--- src/rtl/ccff_bitstream_loader_if.sv ---
// Host-side bundle for the configuration-chain loader: load control, word stream
// into the loader, and readback words coming back out.
interface ccff_bitstream_loader_if #(
  parameter int DATA_WIDTH = 8
);
  logic                  start;
  logic [DATA_WIDTH-1:0] in_data;
  logic                  in_valid;
  logic                  in_ready;
  logic [DATA_WIDTH-1:0] rb_data;
  logic                  rb_valid;

  modport master (
    output start, in_data, in_valid,
    input  in_ready, rb_data, rb_valid
  );

  modport slave (
    input  start, in_data, in_valid,
    output in_ready, rb_data, rb_valid
  );
endinterface

--- src/rtl/ccff_bitstream_loader.sv ---
// Serializes host words MSB-first into the configuration chain, gating the chain
// clock one bit per cycle, and gathers the bits falling out of the tail into readback words.
module ccff_bitstream_loader #(
  parameter int DATA_WIDTH = 8,
  parameter int CHAIN_LEN  = 4096,
  parameter int CNT_W      = $clog2(CHAIN_LEN+1)
) (
  input  logic                 prog_clk,
  input  logic                 prog_reset_n,
  ccff_bitstream_loader_if.slave host,
  output logic                 ccff_head,
  output logic                 prog_clk_en,
  input  logic                 ccff_tail,
  output logic                 busy,
  output logic                 done,
  output logic [CNT_W-1:0]     bits_shifted
);
  localparam int IDX_W = $clog2(DATA_WIDTH);

  typedef enum logic [1:0] {IDLE, LOAD, SHIFT, DONE} state_e;

  state_e                state_q, state_d;
  logic [DATA_WIDTH-1:0] sreg_q, sreg_d;
  logic [IDX_W-1:0]      idx_q, idx_d;
  logic [CNT_W-1:0]      bits_q, bits_d;
  logic [DATA_WIDTH-1:0] rbsh_q, rbsh_d;
  logic [IDX_W-1:0]      rbcnt_q, rbcnt_d;
  logic [DATA_WIDTH-1:0] rbdata_q, rbdata_d;
  logic                  rbvalid_q, rbvalid_d;
  logic                  head_q, head_d;
  logic                  pce_q, pce_d;
  logic                  rdy_q, rdy_d;
  logic                  busy_q, busy_d;
  logic                  done_q, done_d;
  logic [DATA_WIDTH-1:0] rb_word;
  logic                  hs, final_bit, word_end;

  assign hs        = host.in_valid & rdy_q;
  assign final_bit = (bits_q == CNT_W'(CHAIN_LEN-1));
  assign word_end  = (idx_q == '0);

  always_comb begin
    state_d   = state_q;
    sreg_d    = sreg_q;
    idx_d     = idx_q;
    bits_d    = bits_q;
    rbsh_d    = rbsh_q;
    rbcnt_d   = rbcnt_q;
    rbdata_d  = rbdata_q;
    rbvalid_d = 1'b0;
    rb_word   = {rbsh_q[DATA_WIDTH-2:0], ccff_tail};
    case (state_q)
      IDLE, DONE: begin
        if (host.start) begin
          state_d = LOAD;
          bits_d  = '0;
          rbsh_d  = '0;
          rbcnt_d = '0;
        end
      end
      LOAD: begin
        if (hs) begin
          sreg_d  = host.in_data;
          idx_d   = IDX_W'(DATA_WIDTH-1);
          state_d = SHIFT;
        end
      end
      SHIFT: begin
        bits_d = bits_q + 1'b1;
        sreg_d = sreg_q << 1;
        idx_d  = idx_q - 1'b1;
        rbsh_d = rb_word;
        // A partial readback word at the end is left-justified so its first tail bit sits in the MSB.
        if (rbcnt_q == IDX_W'(DATA_WIDTH-1) || final_bit) begin
          rbdata_d  = rb_word << (IDX_W'(DATA_WIDTH-1) - rbcnt_q);
          rbvalid_d = 1'b1;
          rbcnt_d   = '0;
        end else begin
          rbcnt_d = rbcnt_q + 1'b1;
        end
        if (final_bit) begin
          state_d = DONE;
        end else if (word_end) begin
          if (hs) begin
            sreg_d = host.in_data;
            idx_d  = IDX_W'(DATA_WIDTH-1);
          end else begin
            state_d = LOAD;
          end
        end
      end
      default: state_d = IDLE;
    endcase

    // Outputs are decoded from next state so they are flop outputs during the cycle they describe.
    pce_d  = (state_d == SHIFT);
    head_d = (state_d == SHIFT) & sreg_d[DATA_WIDTH-1];
    rdy_d  = (state_d == LOAD) ||
             ((state_d == SHIFT) && (idx_d == '0) && (bits_d != CNT_W'(CHAIN_LEN-1)));
    busy_d = (state_d == LOAD) || (state_d == SHIFT);
    done_d = (state_d == DONE);
  end

  always_ff @(posedge prog_clk) begin
    if (!prog_reset_n) begin
      state_q   <= IDLE;
      sreg_q    <= '0;
      idx_q     <= '0;
      bits_q    <= '0;
      rbsh_q    <= '0;
      rbcnt_q   <= '0;
      rbdata_q  <= '0;
      rbvalid_q <= 1'b0;
      head_q    <= 1'b0;
      pce_q     <= 1'b0;
      rdy_q     <= 1'b0;
      busy_q    <= 1'b0;
      done_q    <= 1'b0;
    end else begin
      state_q   <= state_d;
      sreg_q    <= sreg_d;
      idx_q     <= idx_d;
      bits_q    <= bits_d;
      rbsh_q    <= rbsh_d;
      rbcnt_q   <= rbcnt_d;
      rbdata_q  <= rbdata_d;
      rbvalid_q <= rbvalid_d;
      head_q    <= head_d;
      pce_q     <= pce_d;
      rdy_q     <= rdy_d;
      busy_q    <= busy_d;
      done_q    <= done_d;
    end
  end

  assign host.in_ready = rdy_q;
  assign host.rb_data  = rbdata_q;
  assign host.rb_valid = rbvalid_q;
  assign ccff_head     = head_q;
  assign prog_clk_en   = pce_q;
  assign busy          = busy_q;
  assign done          = done_q;
  assign bits_shifted  = bits_q;
endmodule

--- src/flat_wrapper.sv ---
// flat-port wrapper written by rule: the top's interface ports become plain ports
module ccff_bitstream_loader_flat 
#(
  parameter int DATA_WIDTH = 8,
  parameter int CHAIN_LEN  = 4096,
  parameter int CNT_W      = $clog2(CHAIN_LEN+1)
)
  (prog_clk, prog_reset_n, ccff_head, prog_clk_en, ccff_tail, busy, done, bits_shifted, host_start, host_in_data, host_in_valid, host_in_ready, host_rb_data, host_rb_valid);
  ccff_bitstream_loader_if #(.DATA_WIDTH(DATA_WIDTH)) host_i ();
  input  logic prog_clk;
  input  logic prog_reset_n;
  output logic ccff_head;
  output logic prog_clk_en;
  input  logic ccff_tail;
  output logic busy;
  output logic done;
  output logic [CNT_W-1:0] bits_shifted;
  input wire logic [$bits(host_i.start)-1:0] host_start;
  input wire logic [$bits(host_i.in_data)-1:0] host_in_data;
  input wire logic [$bits(host_i.in_valid)-1:0] host_in_valid;
  output wire logic [$bits(host_i.in_ready)-1:0] host_in_ready;
  output wire logic [$bits(host_i.rb_data)-1:0] host_rb_data;
  output wire logic [$bits(host_i.rb_valid)-1:0] host_rb_valid;
  assign host_i.start = host_start;
  assign host_i.in_data = host_in_data;
  assign host_i.in_valid = host_in_valid;
  assign host_in_ready = host_i.in_ready;
  assign host_rb_data = host_i.rb_data;
  assign host_rb_valid = host_i.rb_valid;
  ccff_bitstream_loader #(.DATA_WIDTH(DATA_WIDTH), .CHAIN_LEN(CHAIN_LEN), .CNT_W(CNT_W)) u_core (.prog_clk(prog_clk), .prog_reset_n(prog_reset_n), .host(host_i), .ccff_head(ccff_head), .prog_clk_en(prog_clk_en), .ccff_tail(ccff_tail), .busy(busy), .done(done), .bits_shifted(bits_shifted));
endmodule
--- config.mk ---
export PLATFORM = sky130hd
export DESIGN_NAME = ccff_bitstream_loader_flat
export DESIGN_NICKNAME = d
export VERILOG_FILES = /design/src/rtl/ccff_bitstream_loader_if.sv /design/src/rtl/ccff_bitstream_loader.sv /design/src/flat_wrapper.sv
export SDC_FILE = /design/constraint.sdc
export NUM_CORES = 1
export LEC_CHECK = 0
export CAP_MARGIN = 20
export CORE_MARGIN = 2
export CORE_UTILIZATION = 50
export CTS_CLUSTER_SIZE = 8
export DETAILED_ROUTE_END_ITERATION = 6
export HOLD_SLACK_MARGIN = 0.15
export PLACE_DENSITY = 0.78
export SETUP_SLACK_MARGIN = 0.4
export SKIP_LAST_GASP = 1
export SLEW_MARGIN = 20
export SYNTH_ARGS = -nofsm -noshare
export SYNTH_HDL_FRONTEND = slang
export SYNTH_SLANG_ARGS = --single-unit
--- constraint.sdc ---
create_clock -name prog_clk -period 3.4 [get_ports prog_clk]
set_clock_uncertainty 0.15 [all_clocks]
set_input_delay 0.85 -clock prog_clk [delete_from_list [all_inputs] [get_ports prog_clk]]
set_output_delay 0.85 -clock prog_clk [all_outputs]
set_load 0.03 [all_outputs]
==> run metrics, run 1 <==
num rows=26; Final ANT Viol Nets=0; Setup TNS=0 ns; clk_lat worst skew=0.31 ns; Seq/Total Area, Yosys=36.8%; critical path arrival=2.94 ns; hpwl dp=4560 um; Synth Register Bits=50; reg2reg start=u_core.state_q[0]; die area=0.00605 mm^2; Max VDD drop=0.302 mV; Leak=0.00118 uW; leading area contributor after synthesis=dfxtp_1; Critical Path Max Stage Delay=0.43 ns; final net count=384; Final Util=64.0%; Bufs on Longest Clock Path=2; core area=0.00517 mm^2; maximum fanout along the worst path=3; Slew Viols, Final=0; CTS tree=done; R2R setup slack=0.62 ns; gp weighted congestion=0.861; Setup CP Type=in -> reg; htree depth=2; FF+latch area=0.00100 mm^2; Synth top area share=36.8%; Total GRT Usage=21.7%; Cells after Synth=323; setup slack after layout=0.513 ns; routed length per placed instance=14.9 um; ant diodes=0; cells along the critical path=clkdlybuf4s50_1 -> and2b_4 -> a22oi_2 -> a21oi_1 -> a221o_1 -> inv_1 -> ha_1 -> a211oi_2 -> and3_1 -> nand4_1 -> o41a_1; WP data required=3.45 ns; Die Ht=77.8 um; hold_buf cts=0; RSZ-0062 raised after global routing=true; Mean Syn Cell Area=8.43 um^2; Pint=862 uW; Initial DRC Count=205; Post-Syn Area=0.00272 mm^2; hold_sp=u_core.host.rb_data[0]; final setup violation count=0; Synth top cells by count=dfxtp_1, nand2_1, nor2_1; largest net degree at the start of global routing=28; Startpoint Class=input pin; async set-reset flop share out of synthesis=0%; part of the power in registers=52.8%; worst relative slew slack=54.8%; drt via density=5.88; via count=2542; FMAX=0.346 GHz; vias in the first global route=2379; TritonCTS buffer count=5; DRC=0; EDFF count, synth=0; max_cap viols=0; Final period util=84.9%; Final min period=2.89 ns; Top Ports=40; status=completed; first-pass GRT wire length=10800 um; slew of the pin with the lowest slew margin=0.678 ns; grt total ovfl=0; CP Capture Type=flop; switch share=23.8%; R2R Path End=u_core.host.in_ready; filler instances=430; Synth cell types=54; WHS Path Cells=2; footprint of the multi-input gates=0.00160 mm^2; Hold Vio Cnt, Final=0; routed wire length=6420 um; Clk Tree Root Cell=clkbuf_8; Initial Utilization=52.6%; count leader, synth=dfxtp_1; Comb power frac=10.8%; clk slew on worst S/H paths=0.09 ns; Primary FF master, synth=dfxtp_1; Min-Delay Path Class=reg -> reg; dpl ws=-0.00375 ns; I/O Buffers=39; P per Cell Area=342 mW/mm^2; TritonRoute pass-1 iters=4; reg2reg path depth=12; WHS Endpoint=u_core.host.rb_data[0]; CP max-delay cell=clkdlybuf4s50_1; clock share of power=36.3%; Syn Nets=346; synth warn=0; die width=77.8 um; clock sink total=50; Sw Pwr=270 uW; layout cells sized above 1=11.6%; Total Power=1130 uW; worst hold slack=0.306 ns; initial antenna violation count=0; Area Overhead vs Synth=21.6%; synth top area cells=dfxtp_1, nand2_1, ha_1
==> routing by layer <==
layer / vias up / GRT usage [%] / routed length (um)
li1: 1247 / - / -
met3: 7 / 4.42 / 291
met4: 0 / 6.07 / 61
met1: 1221 / 30.1 / 3190
met2: 67 / 34.1 / 2880
met5: - / 0 / 0
==> flip-flops by register name, summed over array words and instances, names as in the netlist <==
| name | count |
|---|---|
| u_core.rbsh_q | 7 |
| u_core.sreg_q | 8 |
| u_core.idx_q | 3 |
| u_core.busy | 1 |
| u_core.host.in_ready | 1 |
| u_core.host.rb_data | 8 |
| u_core.host.rb_valid | 1 |
| u_core.done | 1 |
| u_core.ccff_head | 1 |
| u_core.prog_clk_en | 1 |
| u_core.state_q | 2 |
| u_core.bits_shifted | 13 |
| u_core.rbcnt_q | 3 |
==> worst max-delay path by stage <==
| stage | start | to | depth (start not counted) |
|---|---|---|---|
| 6_report | host_start | u_core.host.in_ready | 11 |
| 4_1_cts | host_start | u_core.host.in_ready | 11 |
| 2_1_floorplan | u_core.bits_shifted[0] | u_core.host.in_ready | 13 |
| 3_3_place_gp | host_start | u_core.host.in_ready | 11 |
| 3_5_place_dp | host_start | u_core.host.in_ready | 11 |
| 5_1_grt | host_start | u_core.host.in_ready | 11 |
==> final cells by class <==
type | instances | area share [%]
inverter | 14 | 1.59
clock buffer | 7 | 2.31
multi-input combinational | 242 | 48.5
clock inverter | 1 | 0.907
sequential | 50 | 30.2
timing repair buffer | 48 | 13.8
tap | 70 | 2.65
==> metrics by stage <==
step	cells	cell area, um^2
final	432	3310
after global routing	432	3310
after floorplan	323	2720
after CTS	432	3290
after detailed placement	423	3180
after global placement	423	3180
==> critical path: cells and delay by family <==
kind                       cells  cell delay (ns)
buffers and inverters          2             0.49
and+or+nand+nor                3             0.53
adders and majority gates      1             0.20
AOI/OAI and AO/OA              5             0.87
==> placed cells by master (no fill, tap or decap), drive strengths merged, types with 4 or more instances in the layout <==
| cell type | instances |
|---|---|
| and3 | 4 |
| a21oi | 18 |
| ha | 10 |
| a22oi | 11 |
| nand2 | 41 |
| o21ai | 18 |
| buf | 9 |
| dfxtp | 50 |
| a211oi | 7 |
| o31ai | 4 |
| a31oi | 15 |
| nand3 | 10 |
| nor2 | 34 |
| mux4 | 4 |
| clkbuf | 7 |
| nand4 | 4 |
| clkdlybuf4s50 | 39 |
| inv | 14 |
| and2 | 15 |
| nor3 | 4 |
==> power groups by stage <==
stage	logic (uW)	clock network, uW	registers, uW
global route	133	451	599
floorplan	70.0	0	616
finish	123	412	598
CTS	119	422	598
detailed placement	116	0	611
global placement	115	0	611
==> cell families after synthesis <==
kind of cell / Yosys count / share of synthesized area (%)
buffers and inverters: 31 / 5.06
flip-flops: 50 / 36.8
multiplexers: 10 / 5.65
AND/OR/NAND/NOR: 128 / 24.0
AO/OA/AOI/OAI: 94 / 23.9
adder cells (fa/ha/maj): 10 / 4.60
==> what timing repair did <==
action,4_1_cts,5_1_grt
resized for setup,1,5
setup buffers,1,0
hold endpoints to repair,0,0
pin swaps,3,3
setup endpoints to repair,1,3
No activity file was read; power rests on OpenSTA's default activity.
==> inputs of run 2 (changes only) <==
--- a/config.mk
+++ b/config.mk
@@ -7,11 +7,11 @@
 export LEC_CHECK = 0
 export CAP_MARGIN = 20
 export CORE_MARGIN = 2
-export CORE_UTILIZATION = 50
+export CORE_UTILIZATION = 49
 export CTS_CLUSTER_SIZE = 8
 export DETAILED_ROUTE_END_ITERATION = 6
 export HOLD_SLACK_MARGIN = 0.15
-export PLACE_DENSITY = 0.78
+export PLACE_DENSITY = 0.8
 export SETUP_SLACK_MARGIN = 0.4
 export SKIP_LAST_GASP = 1
 export SLEW_MARGIN = 20
==> constraint.sdc (replaced) <==
create_clock -name prog_clk -period 2.3 [get_ports prog_clk]
set_clock_uncertainty 0.15 [all_clocks]
set_input_delay 0.575 -clock prog_clk [delete_from_list [all_inputs] [get_ports prog_clk]]
set_output_delay 0.575 -clock prog_clk [all_outputs]
set_load 0.03 [all_outputs]
==> run metrics, run 2 (synthesis gave the netlist of run 1 again) <==
slew of the pin with the lowest slew margin=0.445 ns (-0.233 ns); CP max-delay cell=dfxtp_2; core area=0.00544 mm^2 (+5.2%); failing checks=negative setup slack; vias in the first global route=2679 (+13%); clk_lat worst skew=0.31 ns (about the same); Top Ports=40 (unchanged); post-route cell area=0.00418 mm^2 (+26%); die area=0.00617 mm^2 (+1.9%); worst hold slack=0.305 ns (-0.00147 ns); Final ANT Viol Nets=0 (unchanged); status=finished with violations; first-pass GRT wire length=12700 um (+18%); via count=3028 (+19%); R2R setup slack=-0.30 ns (-0.92 ns); gp weighted congestion=0.901 (+4.7%); layout cells sized above 1=42.4% (+31 points); max_cap viols=0 (unchanged); final setup violation count=4 (+4); WP buf/inv=6 (+4); DRC=0 (unchanged); met3 Track Usage GR=4.83% (+0.41 points); P per Cell Area=438 mW/mm^2 (+28%); hpwl dp=5000 um (+9.5%); final net count=452 (+18%); Setup CP Type=reg -> reg; max FFs per register=13 (unchanged); Clk Tree Root Cell=clkbuf_8; Initial Utilization=50.1% (-2.6 points); grt total ovfl=0 (unchanged); drt via density=6.04 (+2.7%); Total GRT Usage=25.8% (+4.2 points); htree depth=2 (unchanged); Setup TNS=-0.821 ns (-0.821 ns); GR Util met2=42.3% (+8.3 points); TritonCTS buffer count=5 (unchanged); critical path arrival=2.71 ns (-0.23 ns); clock sink total=50 (unchanged); I/O Buffers=39 (unchanged); Bufs on Longest Clock Path=2 (unchanged); ant diodes=0 (unchanged); TritonRoute pass-1 iters=5 (+1); CTS tree=done; Slew Viols, Final=0 (unchanged); Initial DRC Count=215 (+4.9%); WP data required=2.41 ns (-1.04 ns); Hold Vio Cnt, Final=0 (unchanged); CP Capture Type=flop; die width=78.5 um (+0.96%); Leak=0.00172 uW (+46%); Max VDD drop=0.319 mV (+5.7%); setup slack after layout=-0.298 ns (-0.811 ns); Final min period=2.60 ns; hold_buf cts=0 (unchanged); Critical Path Max Stage Delay=0.34 ns (-0.09 ns); Startpoint Class=flop; met1 usage=33.3% (+3.2 points); Final period util=113%; maximum fanout along the worst path=6 (+3); RSZ-0062 raised after global routing=true; dpl ws=-0.616 ns (-0.613 ns); worst relative slew slack=70.3% (+15 points); commonest non-fill, non-tap cells in the layout=buf_4, nand2_1, dfxtp_1; Total Power=1830 uW (+62%); clk slew on worst S/H paths=0.09 ns (about the same); Min-Delay Path Class=reg -> reg; initial antenna violation count=0 (unchanged); DP Area=0.00360 mm^2 (+13%); largest net degree at the start of global routing=28 (unchanged); Area Overhead vs Synth=53.4%; routed length per placed instance=17.8 um (+20%); delay-heaviest family, CP=compound AO/OA/AOI/OAI gates; Die Ht=78.5 um (+0.96%); most common cell after layout, fill and taps aside=buf_4; gr busiest metal=met2; routed wire length=8910 um (+39%); cells along the critical path=inv_2 -> ha_4 -> nor2b_4 -> buf_4 -> a31oi_4 -> o21a_1 -> buf_4 -> buf_6 -> buf_6 -> ha_4 -> nand2_4 -> inv_4 -> o2111ai_2 -> o41ai_2 -> o41a_1; FMAX=0.385 GHz; num rows=27 (+3.8%)
==> run 2: power by group <==
| group | total (uW) | leakage (uW) | switching [uW] | internal (uW) |
|---|---|---|---|---|
| logic | 324 | 0.00125 | 169 | 155 |
| clock network | 626 | 0.0000542 | 306 | 320 |
| registers | 882 | 0.000413 | 7.56 | 874 |
| total | 1830 | 0.00172 | 482 | 1350 |
==> run 2: cell type report <==
type                            instances  area, um^2
Clock buffer                            5        68.8
Tap cell                               72        90.1
Sequential cell                        50        1030
Multi-Input combinational cell        243        1900
Clock inverter                          2        38.8
Fill cell                             355        1260
Inverter                               14        55.1
Timing Repair Buffer                  115        1000
==> run 2: layer usage <==
| metal | vias up | wire length (um) |
|---|---|---|
| li1 | 1387 | - |
| met1 | 1458 | 3670 |
| met2 | 151 | 4350 |
| met3 | 32 | 588 |
| met4 | 0 | 297 |
| met5 | - | 0 |
==> run 2: worst paths after layout <==
check,depth (start not counted),from,to
max reg2reg,15,u_core.state_q[0],u_core.host.in_ready
max,15,u_core.state_q[0],u_core.host.in_ready
min reg2reg,2,u_core.host.rb_data[1],u_core.host.rb_data[1]
min,2,u_core.host.rb_data[1],u_core.host.rb_data[1]
==> run 2: worst register-to-register path, cell delays in order (launching register included) <==
cell,delay [ns]
dfxtp_2,0.34
inv_2,0.04
ha_4,0.31
nor2b_4,0.06
buf_4,0.15
a31oi_4,0.14
o21a_1,0.17
buf_4,0.12
buf_6,0.09
buf_6,0.09
ha_4,0.13
nand2_4,0.06
inv_4,0.08
o2111ai_2,0.14
o41ai_2,0.28
o41a_1,0.20
==> run 2: what timing repair did <==
item,CTS,global route
setup buffers,13,10
setup endpoints to repair,57,44
resized for setup,77,70
pin swaps,21,18
cloned,1,0
==> run 2: stage by stage <==
stage / utilization (%) / instances
global route: 76.8 / 501
CTS: 71.7 / 491
floorplan: - / 323
finish: 76.8 / 501
global placement: 66.1 / 470
detailed placement: 66.1 / 470
